## src/rtl/sr_pkg.sv

```systemverilog
// ---------------------------------------------------------------------------
// sr_pkg
// Shared definitions for the SR request sequencer:
//   - sr_state_e : sequencer FSM states
//   - PRIO_CLR / PRIO_SET : values for the PRIORITY parameter
//   - cnt_width() : width of a counter that must hold 0..max_val
// ---------------------------------------------------------------------------
package sr_pkg;

    typedef enum logic [1:0] {
        IDLE    = 2'd0,
        DRIVE_S = 2'd1,
        DRIVE_R = 2'd2,
        GAP     = 2'd3
    } sr_state_e;

    localparam int PRIO_CLR = 0;
    localparam int PRIO_SET = 1;

    // Bits needed to count from 0 up to max_val, never less than one bit.
    function automatic int cnt_width(input int max_val);
        int w;
        w = $clog2(max_val + 1);
        return (w < 1) ? 1 : w;
    endfunction

endpackage

```

## src/rtl/sr_debounce.sv

```systemverilog
// ---------------------------------------------------------------------------
// sr_debounce
// Cleans one raw asynchronous request level:
//   2-flop synchronizer -> debounce counter -> rising-edge detect.
// The debounced level only changes after DEB_CYCLES consecutive cycles in
// which the synchronized input disagrees with it.
// Ports:
//   clk   in   rising-edge clock
//   rst   in   synchronous active-high reset
//   din   in   raw request level (asynchronous to clk)
//   level out  debounced level (registered)
//   rise  out  one-cycle pulse after the debounced level goes 0->1 (registered)
// ---------------------------------------------------------------------------
module sr_debounce
    import sr_pkg::*;
#(
    parameter int DEB_CYCLES = 4
) (
    input  logic clk,
    input  logic rst,
    input  logic din,
    output logic level,
    output logic rise
);

    localparam int CW = cnt_width(DEB_CYCLES);

    logic          sync1_r;
    logic          sync2_r;
    logic          level_r;
    logic          rise_r;
    logic [CW-1:0] cnt_r;

    // Synchronizer, debounce counter and rising-edge pulse.
    always_ff @(posedge clk) begin
        if (rst) begin
            sync1_r <= 1'b0;
            sync2_r <= 1'b0;
            level_r <= 1'b0;
            rise_r  <= 1'b0;
            cnt_r   <= {CW{1'b0}};
        end else begin
            sync1_r <= din;
            sync2_r <= sync1_r;
            rise_r  <= 1'b0;
            if (sync2_r == level_r) begin
                cnt_r <= {CW{1'b0}};
            end else if (cnt_r == CW'(DEB_CYCLES - 1)) begin
                // This is the DEB_CYCLES-th disagreeing cycle: accept the new level.
                level_r <= sync2_r;
                rise_r  <= sync2_r;
                cnt_r   <= {CW{1'b0}};
            end else begin
                cnt_r <= cnt_r + CW'(1);
            end
        end
    end

    assign level = level_r;
    assign rise  = rise_r;

endmodule

```

## src/rtl/sr_req_sequencer.sv

```systemverilog
// ---------------------------------------------------------------------------
// sr_req_sequencer
// Front end for a gate-level SR flip-flop. Debounces raw set/clear request
// levels, turns their rising edges into fixed-width S or R pulses, never
// drives S and R together, resolves simultaneous requests by PRIORITY and
// separates consecutive pulses by a guard gap plus one idle cycle.
// Ports:
//   clk          in   rising-edge clock
//   rst          in   synchronous active-high reset
//   set_req      in   raw set request level (asynchronous)
//   clr_req      in   raw clear request level (asynchronous)
//   S            out  set pulse, registered
//   R            out  reset pulse, registered
//   busy         out  FSM not in IDLE, registered
//   conflict     out  one-cycle pulse when a set/clear tie is resolved
//   conflict_cnt out  [7:0] saturating conflict count
//                     (only when SR_CONFLICT_CNT_EN is defined)
// Build option: define SR_CONFLICT_CNT_EN to add conflict_cnt.
// ---------------------------------------------------------------------------
module sr_req_sequencer
    import sr_pkg::*;
#(
    parameter int DEB_CYCLES = 4,
    parameter int PULSE_W    = 2,
    parameter int GAP_W      = 1,
    parameter int PRIORITY   = 0
) (
    input  logic       clk,
    input  logic       rst,
    input  logic       set_req,
    input  logic       clr_req,
    output logic       S,
    output logic       R,
    output logic       busy,
`ifdef SR_CONFLICT_CNT_EN
    output logic       conflict,
    output logic [7:0] conflict_cnt
`else
    output logic       conflict
`endif
);

    localparam int CNT_MAX = (PULSE_W > GAP_W) ? PULSE_W : GAP_W;
    localparam int CW      = cnt_width(CNT_MAX);

    logic          set_level_s;
    logic          clr_level_s;
    logic          set_rise_s;
    logic          clr_rise_s;
    logic          levels_unused_s;

    sr_state_e     state_r;
    sr_state_e     state_s;
    logic [CW-1:0] cnt_r;
    logic [CW-1:0] cnt_s;
    logic          set_pend_r;
    logic          clr_pend_r;
    logic          take_set_s;
    logic          take_clr_s;
    logic          conflict_s;
    logic          s_r;
    logic          r_r;
    logic          busy_r;
    logic          conflict_r;

    sr_debounce #(.DEB_CYCLES(DEB_CYCLES)) u_set_deb (
        .clk   (clk),
        .rst   (rst),
        .din   (set_req),
        .level (set_level_s),
        .rise  (set_rise_s)
    );

    sr_debounce #(.DEB_CYCLES(DEB_CYCLES)) u_clr_deb (
        .clk   (clk),
        .rst   (rst),
        .din   (clr_req),
        .level (clr_level_s),
        .rise  (clr_rise_s)
    );

    // Only the edges matter here; the levels are kept for observability.
    assign levels_unused_s = set_level_s ^ clr_level_s;

    // Single-depth pending flags; a fresh edge wins over a same-cycle take.
    always_ff @(posedge clk) begin
        if (rst) begin
            set_pend_r <= 1'b0;
            clr_pend_r <= 1'b0;
        end else begin
            set_pend_r <= (set_pend_r & ~take_set_s) | set_rise_s;
            clr_pend_r <= (clr_pend_r & ~take_clr_s) | clr_rise_s;
        end
    end

    // FSM state, phase counter and registered outputs.
    always_ff @(posedge clk) begin
        if (rst) begin
            state_r    <= IDLE;
            cnt_r      <= {CW{1'b0}};
            s_r        <= 1'b0;
            r_r        <= 1'b0;
            busy_r     <= 1'b0;
            conflict_r <= 1'b0;
        end else begin
            state_r    <= state_s;
            cnt_r      <= cnt_s;
            s_r        <= (state_s == DRIVE_S);
            r_r        <= (state_s == DRIVE_R);
            busy_r     <= (state_s != IDLE);
            conflict_r <= conflict_s;
        end
    end

    // Next-state logic: arbitration in IDLE, pulse and gap timing elsewhere.
    always_comb begin
        state_s    = state_r;
        cnt_s      = cnt_r;
        take_set_s = 1'b0;
        take_clr_s = 1'b0;
        conflict_s = 1'b0;
        case (state_r)
            IDLE: begin
                cnt_s = {CW{1'b0}};
                if (set_pend_r && clr_pend_r) begin
                    // Tie: the loser is dropped, not deferred.
                    take_set_s = 1'b1;
                    take_clr_s = 1'b1;
                    conflict_s = 1'b1;
                    state_s    = (PRIORITY == PRIO_SET) ? DRIVE_S : DRIVE_R;
                end else if (set_pend_r) begin
                    take_set_s = 1'b1;
                    state_s    = DRIVE_S;
                end else if (clr_pend_r) begin
                    take_clr_s = 1'b1;
                    state_s    = DRIVE_R;
                end else begin
                    state_s = IDLE;
                end
            end
            DRIVE_S, DRIVE_R: begin
                if (cnt_r == CW'(PULSE_W - 1)) begin
                    cnt_s   = {CW{1'b0}};
                    state_s = (GAP_W == 0) ? IDLE : GAP;
                end else begin
                    cnt_s = cnt_r + CW'(1);
                end
            end
            GAP: begin
                if (cnt_r == CW'(GAP_W - 1)) begin
                    cnt_s   = {CW{1'b0}};
                    state_s = IDLE;
                end else begin
                    cnt_s = cnt_r + CW'(1);
                end
            end
            default: begin
                cnt_s   = {CW{1'b0}};
                state_s = IDLE;
            end
        endcase
    end

`ifdef SR_CONFLICT_CNT_EN
    logic [7:0] conflict_cnt_r;

    // Saturating count of resolved set/clear ties.
    always_ff @(posedge clk) begin
        if (rst) begin
            conflict_cnt_r <= 8'd0;
        end else if (conflict_s && (conflict_cnt_r != 8'd255)) begin
            conflict_cnt_r <= conflict_cnt_r + 8'd1;
        end else begin
            conflict_cnt_r <= conflict_cnt_r;
        end
    end

    assign conflict_cnt = conflict_cnt_r;
`endif

    assign S        = s_r;
    assign R        = r_r;
    assign busy     = busy_r;
    assign conflict = conflict_r;

endmodule

```

## config.mk

```make
export PLATFORM = sky130hd
export DESIGN_NAME = sr_req_sequencer
export DESIGN_NICKNAME = d
export VERILOG_FILES = /design/src/rtl/sr_pkg.sv /design/src/rtl/sr_debounce.sv /design/src/rtl/sr_req_sequencer.sv
export SDC_FILE = /design/constraint.sdc
export NUM_CORES = 1
export LEC_CHECK = 0
export CAP_MARGIN = 20
export CORE_UTILIZATION = 59
export CTS_BUF_LIST = sky130_fd_sc_hd__clkbuf_16
export DETAILED_ROUTE_END_ITERATION = 8
export DONT_BUFFER_PORTS = 1
export PLACE_DENSITY_LB_ADDON = 0.05
export RECOVER_POWER = 50
export SLEW_MARGIN = 10
export SYNTH_ARGS = -nofsm -noshare
export SYNTH_HDL_FRONTEND = slang
export SYNTH_SLANG_ARGS = --single-unit
```

## constraint.sdc

```tcl
create_clock -name clk -period 1.8 [get_ports clk]
set_clock_uncertainty 0.2 [all_clocks]
set_input_delay 0.27 -clock clk [delete_from_list [all_inputs] [get_ports clk]]
set_output_delay 0.27 -clock clk [all_outputs]
set_load 0.01 [all_outputs]
```

After elaboration in Yosys (flattened, before gate mapping)
Cells that the tools add are included.

Bits of input ports: 4. Word-level logic and storage cells: 71. Register bits: 24.

Eq/ne operators: 10. Multiplexer cells: 17. Reductions and logical operators: 12. Add/sub/neg operators: 3. Bitwise logic cells: 11.

Operators by type and width (number): $mux W2 (7); $pmux W2 S3 (2); $reduce_or A3 Y1 (4); $mux W1 (8); $not A1 Y1 (7); $add A3 B1 Y3 const B (2); $eq A2 B1 Y1 const B (3); $eq A2 B2 Y1 const B (3); $eq A3 B2 Y1 const B (2); $logic_not A2 Y1 (2); $reduce_and A2 Y1 (2); $reduce_or A2 Y1 (2); $add A2 B1 Y2 const B (1); $and A1 B1 Y1 (2); $eq A1 B1 Y1 (2); $or A1 B1 Y1 (2); $reduce_bool A2 Y1 (1); $logic_and A1 B1 Y1 (1).

Longest topological paths before layout
Word-level depth: 7. Depth in mapped cells: 6. Mapped depth without buffers: 5.

Modules after synthesis
A second synthesis with hierarchy kept.

Cells, all modules: 91. Area, all modules: 972.2 µm².

Modules (own cells, without submodules): sr_debounce (area an instance 244.0 µm², times used 2, cells an instance 19); sr_req_sequencer (area an instance 484.2 µm², times used 1, cells an instance 53).

Least setup slack after synthesis
OpenSTA, ideal clock, no wires.

Path kind: flip-flop to flip-flop. Start point: register state_r[0]. End point: register r_r (netlist: R). Arrival: 1186 ps. Stages on the path, launching flop included: 6. Buffers on the path: 0. Path slack: 286 ps. Cells stage by stage: dfxtp_1 > inv_1 > ha_1 > o21ai_0 > a21o_1 > nor3b_2.

Word-level cells in the longest chain between the ends: 4. Elaborated cells on any way between the ends: 9. Those cells by class: 4 x eq/ne; 3 x mux; 2 x reduce/logical.

Ends and longest elaborated chain: from (decl) (line sr_req_sequencer.sv:52) `sr_state_e state_r;`; from (signal assigned) (line sr_req_sequencer.sv:106) `state_r <= state_s;`; $eq A2 B1 Y1 or $eq A2 B2 Y1 (tied branches) (line sr_req_sequencer.sv:122) `case (state_r)`; $reduce_or A2 Y1 (line sr_req_sequencer.sv:122); $pmux W2 S3 (*) (line sr_req_sequencer.sv:122); $eq A2 B2 Y1 (*) (line sr_req_sequencer.sv:109) `r_r <= (state_s == DRIVE_R);`; to (signal assigned) (line sr_req_sequencer.sv:109); to (decl) (line sr_req_sequencer.sv:62) `logic r_r;`.

Every way passes the cells marked *; elsewhere a longest branch is shown, timed or not. A chain may end at the register's enable or synchronous reset.

Worst setup path in the final report
Start point: register state_r[1]. End point: register r_r (netlist: R).

The elaborated chain is that of the path after synthesis.

==> run_results.csv <==
group,metric,value,unit
clocking,clk_transition_reported_paths,0.06,ns
power,post-layout-total-power,1.03,mW
global_routing,maximum_number_of_pins_on_one_net_before_global_route_repair,15,
clocking,tritoncts_clock_tree,"done",
clocking,count_of_clock_tree_sinks,24,
floorplan,design.die.area,1830,um^2
setup_path,crit_path_max_fanout,7,
yosys,post_synthesis_cell_area,980,um^2
clocking,cts_buffer_depth,2,
setup_path,path_delay_family,"flip-flops",
floorplan,die_height,42.8,um
finish,multi_input_area,449,um^2
setup_path,cp.arrival,1.61,ns
placement,place.detailed.hpwl,975,um
floorplan,design.portCount,8,
finish,mostFrequentLayoutCells,"23 x sky130_fd_sc_hd__dfxtp_1, 9 x sky130_fd_sc_hd__inv_1, 8 x sky130_fd_sc_hd__ha_1",
detailed_routing,wirelength,1470,um
finish,non_filler_instance_count_after_layout,114,
global_routing,first_global_vias,603,
power,part_of_the_power_in_combinational_logic,1.9,%
worst_hold_path,holdCritPathClass,"in2reg",
yosys,seq_area_frac_synth,49.0,%
power,p_clk_share,45.5,%
setup_path,cp_cell_sequence,"inv_1, ha_2, o21ai_0, a21o_1, nor3b_2",
detailed_routing,viasPerCell,5.69,
placement,place_inst,108,
clocking,buffers_inserted_during_post_cts_setup_optimization,0,
finish,register_area,482,um^2
yosys,ys_ff_latch,24,
clocking,cts_htree_levels,1,
finish,layout-area-overhead-vs-synth,11.6,%
setup_path,cpPeakStageDelay,0.40,ns
floorplan,placeable_core_area,1520,um^2
setup_path,setup.worst_path.end_class,"register",
global_routing,grt_overflow_total,0,
yosys,synth-compound-area-share,9.45,%
sta,timing.final.hold_violations,0,
yosys,post_syn_instances,95,
detailed_routing,number_of_vias_after_detailed_routing,649,
job,max_cap_violations,0,
detailed_routing,detail_route.drc_violations,0,
floorplan,start_util,64.3,%
sta,worstMarginPinSlew,0.489,ns
detailed_routing,detail-route-antenna-nets,0,
setup_path,cpMaxStageDelayCell,"sky130_fd_sc_hd__dfxtp_1",
sta,grt_setup_unrepaired,"no",
setup_path,critPathBufInv,1,
floorplan,die_x,42.8,um
placement,port_buffers,0,
detailed_routing,drt_iter0_markers,23,
yosys,muxShareOfSynthArea,2.04,%
global_routing,grt_first_pass_wirelength,2670,um
yosys,synth_adder_area_share,11.5,%
sta,setup-tns-final,0,ns
yosys,yosys.area_share.xor_xnor,1.79,%
power,p_seq_share,52.6,%
finish,nFillCells,117,
setup_path,path_class,"reg2reg",
setup_path,crit_path_start_kind,"register",
yosys,syn_avg_cell_area,10.3,um^2
finish,layout_commonest_cell,"sky130_fd_sc_hd__dfxtp_1",
power,sw_ratio,18.0,%
sta,timing_max_transition_violations_final,0,
clocking,cts_made_buffers,3,
power,internal_portion_of_total_power,0.841,mW
sta,worst_slew_margin_rel,67.3,%
global_routing,grt_use_total,19.7,%
clocking,insertion_delay,0.25,ns
power,total_leakage_power,0.404,nW
finish,final_net_count,113,
status,run_status,"complete, no violations",
power,power-per-cell-area,937,nW/um^2
clocking,cts_root_buf,"sky130_fd_sc_hd__clkbuf_16",
placement,gp_routability_congestion,0.840,
yosys,dominant_combinational_cell_family_by_area_after_synthesis,"simple AND/OR/NAND/NOR gates",
finish,final_layout_size_suffix_gt1_share,18.4,%
sta,setup_viol,0,
detailed_routing,drt_pre_antenna_iters,5,
yosys,synth_cell_types,28,
floorplan,core.rowCount,14,
detailed_routing,route.detailed.wl_per_inst,12.9,um
yosys,yosysWarningCount,0,
sta,fin_crit_sh,93.1,%
power,vdd.ir_drop.worst,0.655,mV
power,switching_power,0.184,mW
yosys,synth-simple-area-share,20.8,%
finish,insertedDiodeCount,0,
sta,fmaxAchievable,596,MHz
finish,final_core_utilization,71.8,%
sta,fin_crit,1.68,ns
yosys,syn-num-nets,108,
sta,whs,0.00669,ns
setup_path,worstPathRequired,1.74,ns
global_routing,antenna_found_initial,0,
sequential cells by signal, indices dropped and copies added, names as in the netlist:
register / cells
u_set_deb.rise: 1
u_clr_deb.sync2_r: 1
u_set_deb.sync2_r: 1
clr_pend_r: 1
u_clr_deb.sync1_r: 1
conflict: 1
u_clr_deb.level: 1
u_set_deb.level: 1
busy: 1
u_set_deb.sync1_r: 1
state_r: 2
u_clr_deb.rise: 1
R: 1
cnt_r: 2
S: 1
u_clr_deb.cnt_r: 3
set_pend_r: 1
u_set_deb.cnt_r: 3
stage by stage:
stage,worst slack (ns),cell area [um^2]
5_1_grt,0.0401,1090
6_report,0.123,1090
2_1_floorplan,0.286,980
3_5_place_dp,0.127,985
3_3_place_gp,0.176,985
4_1_cts,0.0997,1090
cell usage after synthesis:
library cell	n	area share [%]
sky130_fd_sc_hd__dfxtp_1	24	49
sky130_fd_sc_hd__ha_1	9	11
sky130_fd_sc_hd__inv_1	9	3.4
sky130_fd_sc_hd__nor2_1	6	2.3
sky130_fd_sc_hd__nor2_2	6	3.8
sky130_fd_sc_hd__a21oi_1	5	2.6
sky130_fd_sc_hd__nor2b_1	5	3.2
sky130_fd_sc_hd__nor3_1	4	2.0
sky130_fd_sc_hd__buf_2	3	1.5
sky130_fd_sc_hd__a22oi_1	2	1.5
sky130_fd_sc_hd__and4bb_2	2	2.6
sky130_fd_sc_hd__mux2i_1	2	2.0
sky130_fd_sc_hd__or3_4	2	2.3
sky130_fd_sc_hd__xnor2_1	2	1.8
sky130_fd_sc_hd__a211o_1	1	0.89
sky130_fd_sc_hd__a211oi_1	1	0.77
sky130_fd_sc_hd__a21o_1	1	0.77
sky130_fd_sc_hd__a221oi_1	1	0.89
sky130_fd_sc_hd__inv_2	1	0.38
sky130_fd_sc_hd__nand2_1	1	0.38
sky130_fd_sc_hd__nand3_1	1	0.51
sky130_fd_sc_hd__nand3b_1	1	0.77
sky130_fd_sc_hd__nor2b_2	1	0.89
sky130_fd_sc_hd__nor3b_1	1	0.77
sky130_fd_sc_hd__nor3b_2	1	1.3
sky130_fd_sc_hd__o2111ai_1	1	0.89
sky130_fd_sc_hd__o21ai_0	1	0.51
sky130_fd_sc_hd__o22ai_1	1	0.64
worst reg2reg max path, delay by kind of cell, from the launching register on:
| kind | cells | cell delay [ns] |
|---|---|---|
| buffers and inverters | 1 | 0.09 |
| adder cells (fa/ha/maj) | 1 | 0.39 |
| AND/OR/NAND/NOR | 1 | 0.15 |
| flip-flops | 1 | 0.40 |
| AO/OA/AOI/OAI | 2 | 0.32 |
metal layers:
layer / wire length (um) / track usage, % / part of all wire [%]
met2: 721 / 31.5 / 49
met1: 648 / 23.8 / 44
met3: 70 / 4.26 / 4.8
met5: 0 / 0 / 0
met4: 30 / 11.9 / 2.0
timing repair:
action,4_1_cts,5_1_grt
endpoints found under the hold margin,14,0
hold buffers,3,0
resized for setup,0,2
setup endpoints to repair,0,1
logic make-up after synthesis:
logic type / count (synthesis)
mux: 2
simple gates: 31
fa+ha+maj: 9
xor+xnor: 2
buf+inv: 13
compound gates: 14
flops: 24
final timing paths:
path	startpoint	depth (start not counted)	endpoint	slack (ns)
worst max-delay path	state_r[1]	5	R	0.12
worst min-delay path	rst	2	u_clr_deb.cnt_r[1]	0.007
worst max register to register	state_r[1]	5	R	0.12
worst min register to register	u_clr_deb.cnt_r[0]	1	u_clr_deb.cnt_r[0]	0.23
layout make-up:
type | instances | area share [%]
multi-input combinational | 58 | 41.1
clock buffer | 3 | 6.86
sequential | 24 | 44.1
tap | 16 | 1.83
inverter | 10 | 3.43
timing repair buffer | 3 | 2.75
power by group through the flow:
stage                     Sequential, mW  Combinational [mW]  Clock [mW]
final                              0.540              0.0193       0.466
after global routing               0.540              0.0217       0.486
after CTS                          0.540              0.0196       0.469
after detailed placement           0.551              0.0103           0
after global placement             0.551              0.0101           0
after floorplan                    0.551              0.0151           0
No activity file was read; power rests on OpenSTA's default activity.
